$ cat src/rtl/arb4_pkg.sv
// Shared types and helpers for the four-way round-robin arbiter.
// Latency: n/a (declarations only).
// Backpressure: n/a.
package arb4_pkg;

  localparam int NUM_REQ = 4;
  localparam int IDX_W   = 2;

  typedef enum logic {
    IDLE  = 1'b0,
    GRANT = 1'b1
  } state_t;

  // Round-robin successor: (idx + 1) mod NUM_REQ, wrap comes from the width.
  function automatic logic [IDX_W-1:0] next_ptr(input logic [IDX_W-1:0] idx);
    return idx + IDX_W'(1);
  endfunction

endpackage

$ cat src/rtl/rr_pick4.sv
// Rotated priority scan: first asserted req starting at ptr, wrapping mod 4.
// Latency: purely combinational.
// Backpressure: none; result is only consumed when the arbiter is idle.
module rr_pick4
  import arb4_pkg::*;
(
  input  logic [NUM_REQ-1:0] req,
  input  logic [IDX_W-1:0]   ptr,
  output logic               any,
  output logic [IDX_W-1:0]   idx
);

  // Scan from the farthest offset down so the nearest hit to ptr wins last.
  always_comb begin
    logic [IDX_W-1:0] cand;
    any  = 1'b0;
    idx  = ptr;
    cand = ptr;
    for (int off = NUM_REQ - 1; off >= 0; off--) begin
      cand = ptr + off[IDX_W-1:0];
      if (req[cand]) begin
        any = 1'b1;
        idx = cand;
      end
    end
  end

endmodule

$ cat src/rtl/rr_arbiter4_enc.sv
// Four-requester round-robin arbiter with registered encoded grant (idx + valid).
// Latency: req sampled -> gnt_valid one edge later; >=1 idle cycle between owners.
// Backpressure: owner holds req for its whole transaction; en only gates new grants.
module rr_arbiter4_enc
  import arb4_pkg::*;
#(
  parameter int MAX_HOLD = 8,
  localparam int CW = (MAX_HOLD == 0) ? 1 : $clog2(MAX_HOLD + 1)
) (
  input  logic               clk,
  input  logic               rst,
  input  logic               en,
  input  logic [NUM_REQ-1:0] req,
  output logic               gnt_valid,
  output logic [IDX_W-1:0]   gnt_idx,
  output logic               gnt_timeout
);

  localparam logic [CW-1:0] HOLD_SAT = '1;

  state_t           state_q, state_d;
  logic             gnt_valid_q, gnt_valid_d;
  logic [IDX_W-1:0] gnt_idx_q, gnt_idx_d;
  logic             gnt_timeout_q, gnt_timeout_d;
  logic [IDX_W-1:0] ptr_q, ptr_d;
  logic [CW-1:0]    hold_cnt_q, hold_cnt_d;

  logic             pick_any;
  logic [IDX_W-1:0] pick_idx;
  logic             hold_expired;

  rr_pick4 u_pick (
    .req (req),
    .ptr (ptr_q),
    .any (pick_any),
    .idx (pick_idx)
  );

  assign hold_expired = (MAX_HOLD != 0) && (hold_cnt_q == CW'(MAX_HOLD));

  // Next-state: arbitrate in IDLE, release on owner drop first, then on timeout.
  always_comb begin
    state_d       = state_q;
    gnt_valid_d   = gnt_valid_q;
    gnt_idx_d     = gnt_idx_q;
    gnt_timeout_d = 1'b0;
    ptr_d         = ptr_q;
    hold_cnt_d    = hold_cnt_q;
    unique case (state_q)
      IDLE: begin
        if (en && pick_any) begin
          state_d     = GRANT;
          gnt_valid_d = 1'b1;
          gnt_idx_d   = pick_idx;
          hold_cnt_d  = CW'(1);
        end
      end
      GRANT: begin
        if (!req[gnt_idx_q] || hold_expired) begin
          // An owner drop wins over a coincident timeout, so no pulse then.
          state_d       = IDLE;
          gnt_valid_d   = 1'b0;
          ptr_d         = next_ptr(gnt_idx_q);
          gnt_timeout_d = req[gnt_idx_q];
        end else if (hold_cnt_q != HOLD_SAT) begin
          hold_cnt_d = hold_cnt_q + CW'(1);
        end
      end
      default: begin
        state_d     = IDLE;
        gnt_valid_d = 1'b0;
      end
    endcase
  end

  // State and output registers with synchronous reset.
  always_ff @(posedge clk) begin
    if (rst) begin
      state_q       <= IDLE;
      gnt_valid_q   <= 1'b0;
      gnt_idx_q     <= '0;
      gnt_timeout_q <= 1'b0;
      ptr_q         <= '0;
      hold_cnt_q    <= '0;
    end else begin
      state_q       <= state_d;
      gnt_valid_q   <= gnt_valid_d;
      gnt_idx_q     <= gnt_idx_d;
      gnt_timeout_q <= gnt_timeout_d;
      ptr_q         <= ptr_d;
      hold_cnt_q    <= hold_cnt_d;
    end
  end

  assign gnt_valid   = gnt_valid_q;
  assign gnt_idx     = gnt_idx_q;
  assign gnt_timeout = gnt_timeout_q;

endmodule

$ cat config.mk
export PLATFORM = sky130hd
export DESIGN_NAME = rr_arbiter4_enc
export DESIGN_NICKNAME = d
export VERILOG_FILES = /design/src/rtl/arb4_pkg.sv /design/src/rtl/rr_pick4.sv /design/src/rtl/rr_arbiter4_enc.sv
export SDC_FILE = /design/constraint.sdc
export NUM_CORES = 1
export LEC_CHECK = 0
export CAP_MARGIN = 0
export CORE_UTILIZATION = 24
export CTS_CLUSTER_SIZE = 14
export DETAILED_ROUTE_END_ITERATION = 8
export SETUP_SLACK_MARGIN = 0.02
export SYNTH_ARGS = -nofsm -noshare
export SYNTH_HDL_FRONTEND = slang
export SYNTH_SLANG_ARGS = --single-unit
$ cat constraint.sdc
create_clock -name clk -period 2.64 [get_ports clk]
set_clock_uncertainty 0.05 [all_clocks]
set_input_delay 0.528 -clock clk [delete_from_list [all_inputs] [get_ports clk]]
set_output_delay 0.528 -clock clk [all_outputs]
set_load 0.1 [all_outputs]
==> metrics.csv, run 1 <==
stage;metric;value;unit
detailed_routing;drt_pre_antenna_iters;4;
finish;n_fill_cell;252;
synthesis;syn-num-nets;75;
sta;timing_hold_violations_final;0;
clock_network;clkTransAtPathRegs;0.07;ns
global_routing;global_router_s_overall_resource_usage;0.0932;
detailed_routing;route.detailed.wl_per_inst;11.3;µm
finish;layout.cells.most_common_list;11 x dfxtp_1, 7 x inv_1, 7 x a21oi_1;
finish;commonest_non_fill_non_tap_cell_in_the_layout;dfxtp_1;
place;dp.final_hpwl;924;µm
synthesis;cell_area_after_synthesis;604;µm²
sta;finalSetupViolCount;0;
die;die_outline_area;2720;µm²
setup_path;crit_fanout;6;
sta;min_period_over_period;0.736;
finish;antenna_cells;0;
sta;maxSlewViolCount;0;
die;io_pins;11;
clock_network;clock_sinks;11;
detailed_routing;detail_route.iter0.violations;8;
die;start_util;0.263;
finish;fin_area;752;µm²
detailed_routing;detail-route-antenna-nets;0;
clock_network;tritoncts;yes;
finish;final_net_count;89;
synthesis;synth.yosys.seq_area_share;0.364;
finish;post_route_utilization;0.327;
job;max_cap_viol_count;0;
power_and_ir_drop;totalPowerFinal;0.000397;W
clock_network;cts.repair.resized;0;
detailed_routing;drt_drc_violations_left;0;
clock_network;insertion_delay;0.28;ns
setup_path;type_of_element_capturing_the_critical_path;register;
outcome;outcome;complete, no violations;
clock_network;htree_levels;1;
sta;fmaxAchievable;515;MHz
finish;layout-drive-gt1-share;0.152;
detailed_routing;wl;1210;µm
sta;final.setup.tns;0;ns
clock_network;post_cts.repair.setup_buffers;0;
global_routing;grt_overflow_total;0;
power_and_ir_drop;power.density_cell_area;528;nW/µm²
global_routing;antenna_found_initial;0;
synthesis;synth.lib_cells_used.distinct;30;
worst_hold_path;hold_path_class;reg2reg;
synthesis;synthesis.yosys.warnings;0;
global_routing;grt_pass1_wl;1840;µm
detailed_routing;vias_per_cell;4.83;
synthesis;post_synth_inst_count;66;
setup_path;critical_path_start_end_classification;in2reg;
place;io_buffer_count;10;
detailed_routing;vias;517;
setup_path;setup.worst_path.start_class;input pin;
die;core_region_area;2300;µm²
finish;area.growth.synth_to_final;24.4;%
synthesis;synth-seq-cells;11;
clock_network;ctsHoldBuffers;0;
place;place_area;726;µm²
die;core.rowCount;17;
sta;final_period_minus_worst_setup_slack;1.94;ns
global_routing;maximum_number_of_pins_on_one_net_before_global_route_repair;12;
sta;whs;0.464;ns
place;routabilityCongestion;0.833;
sta;slew_headroom;0.741;
die;die_h;52.2;µm
clock_network;ctsRootBufferMaster;clkbuf_4;
synthesis;syn-mean-instance-area;9.16;µm²
die;die_w;52.2;µm
sta;tightestPinTransition;0.387;ns
setup_path;worst_ep_arrival_time;2.08;ns
power_and_ir_drop;vdd_drop_max;0.000187;V
setup_path;critPathRequiredTime;2.78;ns
global_routing;first_global_vias;435;
sta;rsz0062_at_grt;false;
clock_network;clock_path_buffers;2;
power_and_ir_drop;leakagePower;0.260;nW
clock_network;cts_buffers;3;
[worst paths after layout]
kind | depth (start not counted) | slack (ns) | to | start
worst min-delay path | 2 | 0.46 | hold_cnt_q[1] | hold_cnt_q[1]
worst min register to register | 2 | 0.46 | hold_cnt_q[1] | hold_cnt_q[1]
worst max-delay path | 5 | 0.70 | hold_cnt_q[3] | req[1]
worst max register to register | 4 | 0.95 | ptr_q[0] | gnt_idx[1]
[kinds of logic after synthesis]
logic type      count (synthesis)  share of synthesized area
compound gates                 22                      0.284
simple gates                   19                      0.178
flops                          11                      0.364
buf+inv                         8                     0.0497
xor+xnor                        2                     0.0290
mux                             2                     0.0538
fa+ha+maj                       2                     0.0414
[state kept, by name, indices dropped and copies added (netlist names)]
name         cells
gnt_idx          2
gnt_timeout      1
gnt_valid        1
hold_cnt_q       4
ptr_q            2
state_q          1
[critical path, stage by stage]
cell	delay, ns
clkdlybuf4s50_1	0.49
or4_4	0.60
nand2_4	0.12
nand2b_1	0.09
o41ai_2	0.26
[cells in the mapped netlist]
cell,n,area (µm²)
dfxtp_1,11,220
a21oi_1,7,35.0
inv_1,7,26.3
nand2_1,4,15.0
nand3_1,3,15.0
nor2_1,3,11.3
a211oi_1,2,15.0
a221oi_1,2,17.5
a31oi_1,2,12.5
ha_1,2,25.0
nand2b_1,2,12.5
nor3_1,2,10.0
o211ai_1,2,15.0
a211o_1,1,8.76
a21boi_4,1,18.8
clkbuf_1,1,3.75
mux2i_1,1,10.0
mux4_2,1,22.5
nand2_4,1,11.3
nand3b_1,1,7.51
nor2b_1,1,6.26
nor3b_1,1,7.51
o2111ai_1,1,8.76
o21bai_1,1,7.51
o221ai_1,1,8.76
o31ai_1,1,7.51
o41ai_2,1,16.3
or4_4,1,11.3
xnor2_1,1,8.76
xor2_1,1,8.76
[power by group]
part | total [W] | switching (W) | internal, W
Clock | 0.000122 | 0.0000634 | 0.0000587
Combinational | 0.0000902 | 0.0000572 | 0.0000330
Sequential | 0.000185 | 0.00000996 | 0.000175
[metrics by stage]
stage	std cells	setup slack (ns)
2_1_floorplan	66	0.410
3_3_place_gp	103	0.409
3_5_place_dp	103	0.404
4_1_cts	107	0.693
5_1_grt	107	0.618
6_report	107	0.697
[final cells by class]
class	count	area (µm²)	area share
repair buffers	10	90.1	0.120
inverters	7	26.3	0.0349
multi-input cells	47	354	0.471
well taps	28	35.0	0.0466
flip-flops and latches	11	220	0.293
clock buffers	4	26.3	0.0349
[layer usage]
layer	vias up	track usage	part of all wire	routed length (µm)
li1	272	-	-	-
met1	230	0.135	0.53	647
met2	11	0.120	0.41	495
met3	4	0.0174	0.030	37
met4	0	0.0658	0.028	34
met5	-	0	0	0
(Power assumes the default switching activity.)
==> inputs of run 2 (changes only) <==
==> constraint.sdc (replaced) <==
create_clock -name clk -period 1.9 [get_ports clk]
set_clock_uncertainty 0.05 [all_clocks]
set_input_delay 0.38 -clock clk [delete_from_list [all_inputs] [get_ports clk]]
set_output_delay 0.38 -clock clk [all_outputs]
set_load 0.1 [all_outputs]
==> run 2 against run 1 <==
  * Sequential share of layout area down 3.7 points
  * Count of clock-buffer cells in the layout unchanged
  * Utilization up 5.1 points
  * Largest cell class unchanged
==> metrics.csv, run 2 (synthesized netlist as in run 1, its figures left out) <==
stage;metric;value;unit;change
outcome;outcome;complete, no violations;;
sta;min_period_over_period;0.942;;
clock_network;insertion_delay;0.27;ns;about the same
die;die_outline_area;2720;µm²;unchanged
sta;setup_slack;0.111;ns;-0.586 ns
global_routing;global_router_s_overall_resource_usage;0.120;;+0.0267
global_routing;antenna_found_initial;0;;unchanged
die;die_w;52.2;µm;unchanged
die;core.rowCount;17;;unchanged
power_and_ir_drop;power.density_cell_area;673;nW/µm²;+28%
setup_path;worst-r2r-cell-count;5;;+1
sta;rsz0062_at_grt;false;;
die;start_util;0.263;;unchanged
sta;maxSlewViolCount;0;;unchanged
place;dpl_worst_slack;-0.183;ns;-0.586 ns
place;dp.final_hpwl;1080;µm;+17%
clock_network;clkTransAtPathRegs;0.07;ns;about the same
power_and_ir_drop;leakagePower;0.328;nW;+26%
finish;area.growth.synth_to_final;43.9;%;
global_routing;maximum_number_of_pins_on_one_net_before_global_route_repair;9;;-3
finish;final_net_count;99;;+11%
clock_network;tritoncts;yes;;
sta;slew_headroom;0.736;;-0.00519
finish;max_flop_register;hold_cnt_q;;
place;io_buffer_count;10;;unchanged
detailed_routing;route.detailed.wl_per_inst;12.2;µm;+7.9%
sta;timing_hold_violations_final;0;;unchanged
finish;fin_area;870;µm²;+16%
detailed_routing;vias_per_cell;5.02;;+3.8%
sta;final_period_minus_worst_setup_slack;1.79;ns;
detailed_routing;drt_drc_violations_left;0;;unchanged
sta;whs;0.466;ns;+0.00122 ns
finish;post_route_utilization;0.379;;+0.0512
detailed_routing;wl;1430;µm;+18%
clock_network;ctsRootBufferMaster;clkbuf_4;;
clock_network;cts_buffers;3;;unchanged
die;die_h;52.2;µm;unchanged
detailed_routing;vias;587;;+14%
finish;largest_register_ff_count;4;;unchanged
detailed_routing;drt_pre_antenna_iters;4;;unchanged
setup_path;type_of_element_capturing_the_critical_path;register;;
die;io_pins;11;;unchanged
global_routing;first_global_vias;553;;+27%
clock_network;clock_sinks;11;;unchanged
die;core_region_area;2300;µm²;unchanged
global_routing;grt_pass1_wl;2390;µm;+30%
setup_path;worst_ep_arrival_time;1.91;ns;-0.17 ns
worst_hold_path;hold_path_class;reg2reg;;
sta;tightestPinTransition;0.395;ns;+0.00775 ns
setup_path;critPathRequiredTime;2.02;ns;-0.76 ns
finish;layout-drive-gt1-share;0.270;;+0.118
finish;antenna_cells;0;;unchanged
job;max_cap_viol_count;0;;unchanged
place;routabilityCongestion;0.876;;+5.2%
finish;commonest_non_fill_non_tap_cell_in_the_layout;buf_4;;
clock_network;htree_levels;1;;unchanged
setup_path;critical_path_start_end_classification;in2reg;;
worst_hold_path;hold_path_depth;2;;unchanged
finish;layout.cells.most_common_list;11 x buf_4, 9 x dfxtp_1, 7 x inv_1, 7 x a21oi_1, 5 x clkdlybuf4s50_1;;
sta;finalSetupViolCount;0;;unchanged
setup_path;crit_fanout;5;;-1
clock_network;clock_path_buffers;2;;unchanged
detailed_routing;detail-route-antenna-nets;0;;unchanged
sta;fmaxAchievable;559;MHz;
global_routing;grt_overflow_total;0;;unchanged
place;place_area;826;µm²;+14%
power_and_ir_drop;vdd_drop_max;0.000257;V;+37%
detailed_routing;detail_route.iter0.violations;17;;+9
setup_path;setup.worst_path.start_class;input pin;;
-- run 2: cell count changes in the layout (fill, tap and decap cells not counted), sizes merged --
cell,change
clkdlybuf4s50,-1
buf,+10
dlymetal6s2s,+1
-- run 2: routing by layer --
metal,vias up,global-route usage,routed length (µm)
met1,272,0.142,636
li1,291,-,-
met5,-,0,0
met4,0,0.0526,13
met2,22,0.205,703
met3,2,0.0261,79
-- run 2: critical path, stage by stage --
cell	delay [ns]
clkdlybuf4s50_1	0.46
mux4_2	0.58
a21boi_4	0.23
buf_4	0.14
buf_4	0.09
nor3_1	0.03
-- run 2: path summary, 6_finish.rpt --
path,startpoint,end,slack [ns]
max,req[3],gnt_valid,0.11
min,ptr_q[0],ptr_q[0],0.47
max reg2reg,gnt_idx[1],gnt_valid,0.25
min reg2reg,ptr_q[0],ptr_q[0],0.47
-- run 2: power breakdown --
part,leakage [nW],switching [W],internal (W)
sequential,0.0907,0.0000157,0.000243
clock,0.0150,0.0000858,0.0000813
combinational,0.222,0.0000867,0.0000729
-- run 2: cell type report --
type / instances / area [µm²]
Clock buffer: 4 / 26.3
Fill cell: 237 / 1430
Inverter: 7 / 26.3
Multi-Input combinational cell: 47 / 354
Sequential cell: 11 / 223
Tap cell: 28 / 35.0
Timing Repair Buffer: 20 / 205
-- run 2: what timing repair did --
action	in CTS	in global routing
endpoints found under the setup margin	0	2
endpoints found under the hold margin	0	0
resized for setup	0	1
hold buffers	0	0
setup buffers	0	2
-- run 2: per-stage QoR --
| stage | total power (W) | TNS [ns] | std cells |
|---|---|---|---|
| after floorplan | 0.000350 | 0 | 66 |
| after global placement | 0.000417 | -0.954 | 111 |
| after detailed placement | 0.000419 | -1.22 | 111 |
| after CTS | 0.000583 | 0 | 115 |
| after global routing | 0.000609 | 0 | 117 |
| final | 0.000585 | 0 | 117 |
==> inputs of run 3 (changes only) <==
--- a/config.mk
+++ b/config.mk
@@ -9,6 +9,7 @@
 export CORE_UTILIZATION = 24
 export CTS_CLUSTER_SIZE = 14
 export DETAILED_ROUTE_END_ITERATION = 8
+export GPL_ROUTABILITY_DRIVEN = 0
 export SETUP_SLACK_MARGIN = 0.02
 export SYNTH_ARGS = -nofsm -noshare
 export SYNTH_HDL_FRONTEND = slang
==> results of run 3 <==
Final layout, timing and power as in run 2 (identical DEF).
